<file path="config.mk">
export PLATFORM = sky130hd
export DESIGN_NAME = sprite_cmd_encoder
export DESIGN_NICKNAME = d
export VERILOG_FILES = /design/src/rtl/sprite_cmd_pkg.sv /design/src/rtl/sprite_cmd_fifo.sv /design/src/rtl/sprite_cmd_encoder.sv
export SDC_FILE = /design/constraint.sdc
export NUM_CORES = 1
export LEC_CHECK = 0
export ABC_AREA = 1
export CAP_MARGIN = 20
export CORE_ASPECT_RATIO = 0.7
export CORE_MARGIN = 2
export CORE_UTILIZATION = 35
export CTS_CLUSTER_DIAMETER = 100
export DETAILED_ROUTE_END_ITERATION = 10
export HOLD_SLACK_MARGIN = 0.12
export PLACE_DENSITY = 0.55
export SYNTH_ARGS = -nofsm -noshare
export SYNTH_HDL_FRONTEND = slang
export SYNTH_SLANG_ARGS = --single-unit
</file>
<file path="constraint.sdc">
create_clock -name i_clk -period 4.8 [get_ports i_clk]
set_clock_uncertainty 0.05 [all_clocks]
set_input_delay 1.44 -clock i_clk [delete_from_list [all_inputs] [get_ports i_clk]]
set_output_delay 1.44 -clock i_clk [all_outputs]
set_load 0.02 [all_outputs]
</file>
<file path="src/rtl/sprite_cmd_pkg.sv">
// ----------------------------------------------------------------------------
// sprite_cmd_pkg
// Shared definitions for the sprite command-word transmitter:
//   - field widths and bit positions of the 32-bit command word
//   - control and data-type codes
//   - cmd_req_t, the 27-bit queued update request
//   - pack_word(), which assembles a command word from its fields
// Word layout: [31:26] comp_id, [25:21] child, [20:17] control,
//              [16:14] data_type, [13] buffer, [12:0] message
// ----------------------------------------------------------------------------
package sprite_cmd_pkg;

    localparam int unsigned WORD_W    = 32;
    localparam int unsigned COMP_ID_W = 6;
    localparam int unsigned CHILD_W   = 5;
    localparam int unsigned CTRL_W    = 4;
    localparam int unsigned DT_W      = 3;
    localparam int unsigned MSG_W     = 13;

    localparam int unsigned COMP_ID_LSB = 26;
    localparam int unsigned CHILD_LSB   = 21;
    localparam int unsigned CTRL_LSB    = 17;
    localparam int unsigned DT_LSB      = 14;
    localparam int unsigned BUF_BIT     = 13;
    localparam int unsigned MSG_LSB     = 0;

    localparam logic [CTRL_W-1:0] CTRL_NOP    = 4'h0;
    localparam logic [CTRL_W-1:0] CTRL_UPDATE = 4'h1;
    localparam logic [CTRL_W-1:0] CTRL_SWITCH = 4'hF;

    localparam logic [DT_W-1:0] DT_POS     = 3'b000;
    localparam logic [DT_W-1:0] DT_PATTERN = 3'b001;

    typedef struct packed {
        logic [COMP_ID_W-1:0] comp_id;
        logic [CHILD_W-1:0]   child;
        logic [DT_W-1:0]      data_type;
        logic [MSG_W-1:0]     message;
    } cmd_req_t;

    localparam int unsigned REQ_W = $bits(cmd_req_t);

    function automatic logic [WORD_W-1:0] pack_word(
        input logic [COMP_ID_W-1:0] comp_id,
        input logic [CHILD_W-1:0]   child,
        input logic [CTRL_W-1:0]    control,
        input logic [DT_W-1:0]      data_type,
        input logic                 buffer,
        input logic [MSG_W-1:0]     message
    );
        return {comp_id, child, control, data_type, buffer, message};
    endfunction

endpackage

</file>
<file path="src/rtl/sprite_cmd_fifo.sv">
// ----------------------------------------------------------------------------
// sprite_cmd_fifo
// Single-clock request FIFO of cmd_req_t entries.
// Ports:
//   i_clk, i_reset   clock, asynchronous active-high reset (clears pointers)
//   i_push, i_data   write request; ignored when full unless a pop happens too
//   i_pop            read request; ignored when empty
//   o_data           head entry (valid while o_empty = 0)
//   o_full, o_empty  occupancy flags
//   o_count          occupancy, range 0..DEPTH
// DEPTH must be a power of two and >= 2 so pointers wrap by overflow.
// ----------------------------------------------------------------------------
module sprite_cmd_fifo
    import sprite_cmd_pkg::*;
#(
    parameter int unsigned DEPTH = 8
) (
    input  logic                       i_clk,
    input  logic                       i_reset,
    input  logic                       i_push,
    input  cmd_req_t                   i_data,
    input  logic                       i_pop,
    output cmd_req_t                   o_data,
    output logic                       o_full,
    output logic                       o_empty,
    output logic [$clog2(DEPTH+1)-1:0] o_count
);

    localparam int unsigned PTR_W = $clog2(DEPTH);
    localparam int unsigned CNT_W = $clog2(DEPTH + 1);

    localparam logic [PTR_W-1:0] PTR_ONE  = PTR_W'(1);
    localparam logic [CNT_W-1:0] CNT_ONE  = CNT_W'(1);
    localparam logic [CNT_W-1:0] CNT_FULL = CNT_W'(DEPTH);

    cmd_req_t         r_mem [DEPTH];
    logic [PTR_W-1:0] r_wr_ptr;
    logic [PTR_W-1:0] r_rd_ptr;
    logic [CNT_W-1:0] r_count;
    logic             w_do_push;
    logic             w_do_pop;

    assign o_full    = (r_count == CNT_FULL);
    assign o_empty   = (r_count == '0);
    assign o_count   = r_count;
    assign o_data    = r_mem[r_rd_ptr];

    assign w_do_pop  = i_pop && !o_empty;
    // A pop in the same cycle frees the head slot, so a full FIFO can still accept.
    assign w_do_push = i_push && (!o_full || w_do_pop);

    always_ff @(posedge i_clk or posedge i_reset) begin
        if (i_reset) begin
            r_wr_ptr <= '0;
            r_rd_ptr <= '0;
            r_count  <= '0;
        end else begin
            if (w_do_push) begin
                r_wr_ptr <= r_wr_ptr + PTR_ONE;
            end
            if (w_do_pop) begin
                r_rd_ptr <= r_rd_ptr + PTR_ONE;
            end
            if (w_do_push && !w_do_pop) begin
                r_count <= r_count + CNT_ONE;
            end else if (!w_do_push && w_do_pop) begin
                r_count <= r_count - CNT_ONE;
            end
        end
    end

    // Storage needs no reset; only the pointers define validity.
    always_ff @(posedge i_clk) begin
        if (w_do_push) begin
            r_mem[r_wr_ptr] <= i_data;
        end
    end

endmodule

</file>
<file path="src/rtl/sprite_cmd_encoder.sv">
// ----------------------------------------------------------------------------
// sprite_cmd_encoder
// Bus-side transmitter of the 32-bit sprite command word. Queues update
// requests, encodes each into an UPDATE word aimed at the back buffer, and
// on frame end issues a SWITCH word and flips the tracked active buffer.
// Ports:
//   i_clk, i_reset        clock, asynchronous active-high reset
//   i_req_valid/o_req_ready  request handshake (transfer on valid && ready)
//   i_req_comp_id, i_req_child, i_req_data_type, i_req_message  request fields
//   i_frame_end           one-cycle pulse at end of visible frame
//   o_writedata           registered command word; non-NOP words last one cycle
//   o_active_buffer       buffer currently displayed
//   o_busy                FIFO non-empty or switch pending
//   o_dropped_switches    saturating count of frame_end pulses merged away
// Build option: define SPRITE_CMD_DRAIN_BEFORE_SWITCH_EN to hold the switch
// until the FIFO has drained and to block new requests while it is pending.
// ----------------------------------------------------------------------------
module sprite_cmd_encoder
    import sprite_cmd_pkg::*;
#(
    parameter int unsigned FIFO_DEPTH = 8,
    parameter int unsigned DROP_CNT_W = 8
) (
    input  logic                  i_clk,
    input  logic                  i_reset,
    input  logic                  i_req_valid,
    output logic                  o_req_ready,
    input  logic [5:0]            i_req_comp_id,
    input  logic [4:0]            i_req_child,
    input  logic [2:0]            i_req_data_type,
    input  logic [12:0]           i_req_message,
    input  logic                  i_frame_end,
    output logic [31:0]           o_writedata,
    output logic                  o_active_buffer,
    output logic                  o_busy,
    output logic [DROP_CNT_W-1:0] o_dropped_switches
);

    localparam int unsigned CNT_W = $clog2(FIFO_DEPTH + 1);
    localparam logic [DROP_CNT_W-1:0] DROP_ONE = DROP_CNT_W'(1);

    logic [WORD_W-1:0]     r_writedata;
    logic                  r_active_buffer;
    logic                  r_switch_pend;
    logic [DROP_CNT_W-1:0] r_drop_cnt;
    // Holds req_ready low through reset and releases it on the first clock after.
    logic                  r_ready_en;

    cmd_req_t          w_req;
    cmd_req_t          w_head;
    logic              w_fifo_full;
    logic              w_fifo_empty;
    logic [CNT_W-1:0]  w_fifo_count;
    logic              w_ready;
    logic              w_push;
    logic              w_pop;
    logic              w_switch_ok;
    logic              w_drop;
    logic [WORD_W-1:0] w_word_d;

    assign w_req.comp_id   = i_req_comp_id;
    assign w_req.child     = i_req_child;
    assign w_req.data_type = i_req_data_type;
    assign w_req.message   = i_req_message;

`ifdef SPRITE_CMD_DRAIN_BEFORE_SWITCH_EN
    // Queued updates finish in the old back buffer before the flip.
    assign w_switch_ok = r_switch_pend && w_fifo_empty;
    assign w_ready     = r_ready_en && !w_fifo_full && !r_switch_pend;
`else
    assign w_switch_ok = r_switch_pend;
    assign w_ready     = r_ready_en && !w_fifo_full;
`endif

    assign w_push = i_req_valid && w_ready;
    assign w_pop  = !w_switch_ok && !w_fifo_empty;

    // A frame_end that lands while a switch is still waiting gets merged into it.
    assign w_drop = i_frame_end && r_switch_pend && !w_switch_ok;

    sprite_cmd_fifo #(
        .DEPTH (FIFO_DEPTH)
    ) u_fifo (
        .i_clk   (i_clk),
        .i_reset (i_reset),
        .i_push  (w_push),
        .i_data  (w_req),
        .i_pop   (w_pop),
        .o_data  (w_head),
        .o_full  (w_fifo_full),
        .o_empty (w_fifo_empty),
        .o_count (w_fifo_count)
    );

    // Both word kinds target the back buffer, i.e. the one not being displayed.
    always_comb begin
        w_word_d = '0;
        if (w_switch_ok) begin
            w_word_d = pack_word('0, '0, CTRL_SWITCH, '0, ~r_active_buffer, '0);
        end else if (w_pop) begin
            w_word_d = pack_word(w_head.comp_id, w_head.child, CTRL_UPDATE,
                                 w_head.data_type, ~r_active_buffer, w_head.message);
        end
    end

    always_ff @(posedge i_clk or posedge i_reset) begin
        if (i_reset) begin
            r_writedata     <= '0;
            r_active_buffer <= 1'b0;
            r_switch_pend   <= 1'b0;
            r_drop_cnt      <= '0;
            r_ready_en      <= 1'b0;
        end else begin
            r_writedata <= w_word_d;
            r_ready_en  <= 1'b1;
            if (w_switch_ok) begin
                r_active_buffer <= ~r_active_buffer;
            end
            // frame_end wins over the clear so a coincident pulse re-arms the switch.
            if (i_frame_end) begin
                r_switch_pend <= 1'b1;
            end else if (w_switch_ok) begin
                r_switch_pend <= 1'b0;
            end
            if (w_drop && !(&r_drop_cnt)) begin
                r_drop_cnt <= r_drop_cnt + DROP_ONE;
            end
        end
    end

    assign o_req_ready        = w_ready;
    assign o_writedata        = r_writedata;
    assign o_active_buffer    = r_active_buffer;
    assign o_busy             = (w_fifo_count != '0) || r_switch_pend;
    assign o_dropped_switches = r_drop_cnt;

endmodule
</file>
Word-level counts from Yosys, hierarchy flattened

Memories as Yosys holds them, arrays and structs flattened.
Cells that the tools add are included.

Multiply operators: 0
Divide/modulo/power cells: 0
Equal/unequal tests: 1
Add/sub/neg operators: 5
Shifts and indexed selects: 0
Bitwise gates (word level): 1
Magnitude comparators: 0
Muxes and demuxes: 7
Reduce and logical (&&, ||, !) cells: 22

Operator list:

| operator                                                            | count |
|---|---|
| 32-bit two-way mux                                                  | 2 |
| 1-bit logical AND                                                   | 10 |
| 8-bit by 1-bit adder with 8-bit output (second input constant)      | 1 |
| 4-bit two-way mux                                                   | 2 |
| 8-bit AND reduction                                                 | 1 |
| 3-bit by 1-bit adder with 3-bit output (second input constant)      | 2 |
| 1-bit logical NOT                                                   | 6 |
| 4-bit by 1-bit adder with 4-bit output (second input constant)      | 1 |
| 4-bit == test (second input constant)                               | 1 |
| 4-bit logical NOT                                                   | 1 |
| 4-bit nonzero test                                                  | 1 |
| 4-bit by 1-bit subtractor with 4-bit output (second input constant) | 1 |
| 1-bit two-way mux                                                   | 3 |
| 1-bit logical OR                                                    | 2 |
| 2-bit nonzero test                                                  | 1 |
| 1-bit NOT                                                           | 1 |

Bits of input ports: 31
Memories kept: 1
Word-level logic and storage cells: 45
RAM bits: 216
Latch bits: 0
Output and inout bits: 43
Flip-flop bits (word level): 53
ROM bits: 0

Memory list:

| name         | words | bits a word | read ports | clocked after memory_dff | write ports | RTL line              | RTL |
|---|---|---|---|---|---|---|---|
| u_fifo.r_mem | 8     | 27          | 1          | 0                        | 1           | sprite_cmd_fifo.sv:36 | `cmd_req_t r_mem [DEPTH];` |

Longest topological paths before layout

Word-level depth: 10
Depth in mapped cells: 14
Mapped depth without buffers: 14

Modules after synthesis

A second synthesis with hierarchy kept.

Cell total of the unflattened synthesis: 1,147
Area, all modules: 11,377.2 µm²

Modules (own cells, without submodules):

| module             | cells an instance | times used | seq. area each (µm²) | area each (µm²) |
|---|---|---|---|---|
| sprite_cmd_fifo    | 1,021             | 1          | 6,736.5              | 9,913.3 |
| sprite_cmd_encoder | 126               | 1          | 1,026.0              | 1,463.9 |

Worst setup path after synthesis

No wires, ideal clock.

Path kind: input to register
Start point: input port i_req_valid
End point: memory u_fifo.r_mem[0][0] (netlist name), enable pin
Setup time: 0.411 ns
Setup slack: 1.377 ns
Data required time: 4.339 ns
Arrival: 2.963 ns
Cell stages on the path: 4
Buffers on the path: 0
Cells stage by stage: nand3_1 -> inv_1 -> nand2_1 -> nor2_1

Word-level cells in the longest chain between the ends: 4

RTL lines:

| item                                    | RTL line                 | RTL |
|---|---|---|
| from (decl)                             | sprite_cmd_encoder.sv:26 | `input logic i_req_valid,` |
| 1-bit logical AND                       | sprite_cmd_encoder.sv:75 | `assign w_push = i_req_valid && w_ready;` |
| 1-bit logical AND                       | sprite_cmd_fifo.sv:50    | `assign w_do_push = i_push && (!o_full \|\| w_do_pop);` |
| net u_fifo.w_do_push                    | sprite_cmd_fifo.sv:40    | `logic w_do_push;` |
| 1-bit two-way mux                       | sprite_cmd_fifo.sv:74    | `if (w_do_push) begin` |
| 1-bit two-way mux (implied by the code) | sprite_cmd_fifo.sv:75    | `r_mem[r_wr_ptr] <= i_data;` |
| to (decl)                               | sprite_cmd_fifo.sv:36    |  |

The timed path passes the listed nets, and every way through them passes these cells.

Final worst setup path

Start point: register u_fifo.r_count[0] (netlist: u_fifo.o_count[0])
End point: output port o_req_ready

Word-level cells in the longest chain between the ends: 3

RTL lines:

| item                   | RTL line                 | RTL |
|---|---|---|
| from (decl)            | sprite_cmd_fifo.sv:39    | `logic [CNT_W-1:0] r_count;` |
| from (signal assigned) | sprite_cmd_fifo.sv:65    | `r_count <= r_count + CNT_ONE;` |
| from (signal assigned) | sprite_cmd_fifo.sv:67    | `r_count <= r_count - CNT_ONE;` |
| 4-bit == test          | sprite_cmd_fifo.sv:43    | `assign o_full = (r_count == CNT_FULL);` |
| 1-bit logical NOT      | sprite_cmd_encoder.sv:72 | `assign w_ready = r_ready_en && !w_fifo_full;` |
| 1-bit logical AND      | sprite_cmd_encoder.sv:72 |  |
| to (decl)              | sprite_cmd_encoder.sv:27 | `output logic o_req_ready,` |

No other way between the ends.

==> impl_metrics.py <==
metrics = {
    "status": {
        "status": "finished, final reports clean",
    },
    "synth": {
        "syn_inst": 1077,
        "synth_area_leaders": "edfxtp_1, dfrtp_1, nand2_1",
        "synth_ff_type": "edfxtp_1",
        "synth_area_um2": 11200,
        "yosys_warnings": 0,
        "synth_common_cells": "nand2_1, inv_1, edfxtp_1",
        "yosysUniqueCellTypes": 22,
        "synth.avg_cell_area_um2": 10.4,
        "synth_edf_count": 216,
        "ys_ff_latch": 267,
        "async_reset_ff_share_pct": 19.1,
        "synth.net_count": 1114,
        "yosys.area.top_type": "edfxtp_1",
        "yosysMostFrequentCell": "nand2_1",
        "yosysSeqAreaShare_pct": 69.6,
        "yosysTopAreaCellShare_pct": 58.1,
    },
    "floorplan": {
        "core-area_um2": 31300,
        "die_h_um": 153,
        "die_x_um": 217,
        "rows": 54,
        "die_area_um2": 33400,
        "ios": 74,
        "start_util_pct": 35.7,
    },
    "cells_and_area": {
        "diodes": 0,
        "layout.cells.non_filler": 1576,
        "fin_util_pct": 42.1,
        "fin_nets": 1171,
        "final_layout_size_suffix_gt1_share_pct": 5.71,
        "area_delta_synth_final_pct": 18.1,
    },
    "cts": {
        "cts_hold_buffers": 0,
        "cts_setup_buffers": 0,
        "numCtsBuffers": 28,
        "cts.sinks": 267,
        "clkLatencyLatePin_ns": 0.55,
        "root_buffer": "clkbuf_16",
        "cts_tree": "built",
        "clock_path_buffers": 3,
        "ctsResizeCount": 0,
        "clk_pin_slew_ns": 0.06,
        "cts_max_level": 1,
    },
    "power_and_ir_drop": {
        "power_density_nw_per_um2": 562,
        "power.leakage_nw": 5.81,
        "vdd_drop_max_uv": 414,
    },
    "routing": {
        "post_drt_wl_per_cell_um": 15.9,
        "postRouteAntennaNets": 0,
        "drt-total-wl_mm": 25.1,
        "firstDrtPassIters": 5,
        "first_iter_violations": 652,
        "drc": 0,
        "via_count": 6997,
        "routed_via_density": 4.44,
    },
    "timing": {
        "max-slew-margin-rel_pct": 34.9,
        "tightest_slew_ns": 0.976,
        "tns_ns": 0,
        "finalMaxSlewViolations": 0,
        "fmax_ghz": 0.292,
        "rsz0062_at_grt": "no",
        "finalCritPeriodShare_pct": 71.4,
        "fin_hold_ws_ns": 0.325,
        "min_period_ns": 3.43,
        "finalHoldViolCount": 0,
        "finalSetupViolCount": 0,
    },
    "worst_setup_path": {
        "cp-start-kind": "flip-flop",
        "critPathKind": "reg -> out",
        "worstPathArrival_ns": 1.94,
        "cp.required_ns": 3.31,
        "path_max_fanout": 4,
        "setup.worst_path.end_class": "primary output",
    },
    "place": {
        "place.detailed.hpwl_mm": 14.4,
        "port_buffers": 73,
        "placed_cells_incl_taps": 1524,
        "gp_congestion": 0.767,
    },
    "global_routing": {
        "first_global_vias": 6568,
        "grt_overflow": 0,
        "grt_pass1_wl_mm": 38.8,
        "antenna_found_initial": 0,
        "grt.total_usage_pct": 15.2,
        "grt_max_degree": 85,
    },
    "hold_path": {
        "min_path_type": "reg -> reg",
    },
    "run": {
        "drv_cap": 0,
    },
}
[sequential cells by signal (all words and copies together) (netlist names)]
| signal | cells |
|---|---|
| r_ready_en | 1 |
| o_dropped_switches | 8 |
| o_writedata | 30 |
| u_fifo.o_count | 4 |
| u_fifo.r_wr_ptr | 3 |
| r_switch_pend | 1 |
| u_fifo.r_rd_ptr | 3 |
| o_active_buffer | 1 |
| u_fifo.r_mem | 216 |
[routing by layer]
metal	GRT usage [%]	part of all wire (%)	vias up	routed length (µm)
li1	-	-	3466	-
met1	23.4	51	3322	12800
met3	3.26	5.9	31	1480
met2	22.0	42	178	10500
met5	0	0	-	0
met4	2.61	1.5	0	366
[report_power, final]
group          internal [mW]  switching (mW)
clock                   1.27           0.888
combinational          0.758            1.53
sequential              2.81           0.146
total                   4.84            2.57
[cells in the final DEF, fill, tap and decap left out]
cell and count:
nor2_4 8, nand2_2 1, nand4_1 1, xnor2_1 4
clkinv_2 4, nor2_1 55, inv_2 3, clkbuf_16 29
conb_1 1, clkbuf_1 10, dfrtp_2 2, ha_1 5
nor2_2 1, nand2_1 301, nand3_1 139, clkdlybuf4s50_1 73
buf_4 7, clkbuf_8 7, bufinv_16 1, inv_8 1
dfrtp_4 1, xor2_1 2, inv_1 229, or2_2 1
clkinv_1 1, o21ai_0 4, fa_1 1, edfxtp_1 216
dfrtp_1 48
[final timing paths]
path | start | slack [ns] | endpoint | depth (start not counted)
hold reg to reg | o_dropped_switches[7] | 0.33 | o_dropped_switches[7] | 0
min in group asynchronous | i_reset | 1.34 | o_active_buffer | 2
max in group asynchronous | i_reset | 2.55 | o_writedata[24] | 3
setup reg to reg | u_fifo.r_rd_ptr[0] | 1.87 | o_writedata[22] | 7
setup / recovery | u_fifo.o_count[0] | 1.37 | o_req_ready | 5
hold / removal | o_dropped_switches[7] | 0.33 | o_dropped_switches[7] | 0
[stage by stage]
stage	instance area (µm²)	worst slack (ns)	power, mW
after floorplan	11200	1.38	4.50
final	13200	1.37	7.41
after detailed placement	12300	0.993	5.31
after CTS	13200	1.33	7.49
after global placement	12300	1.05	5.31
after global routing	13200	1.26	7.85
[layout make-up]
| class | count | area [µm²] |
|---|---|---|
| fillers | 2991 | 18100 |
| flip-flops and latches | 267 | 7770 |
| multi-input cells | 524 | 2310 |
| inverters | 233 | 876 |
| clock buffers | 46 | 860 |
| repair buffers | 80 | 783 |
| well taps | 420 | 526 |
| clock inverters | 6 | 60.1 |
[cell families after synthesis]
kind of cell               after synthesis  synth area share [%]
xor gates and xnor gates                 6                 0.471
AOI/OAI and AO/OA                        4                 0.179
buffers and inverters                  286                  10.3
and+or+nand+nor                        507                  18.7
adders and majority gates                6                 0.740
other                                    1                0.0336
DFF                                    267                  69.6
[critical path: stages, from the launching register on]
cell and delay, ns:
dfrtp_1 0.44, nor2_2 0.17, nand3_1 0.13, nand2_1 0.09, inv_1 0.04, clkdlybuf4s50_1 0.52
Note: power is estimated with default switching activity, not from simulation.
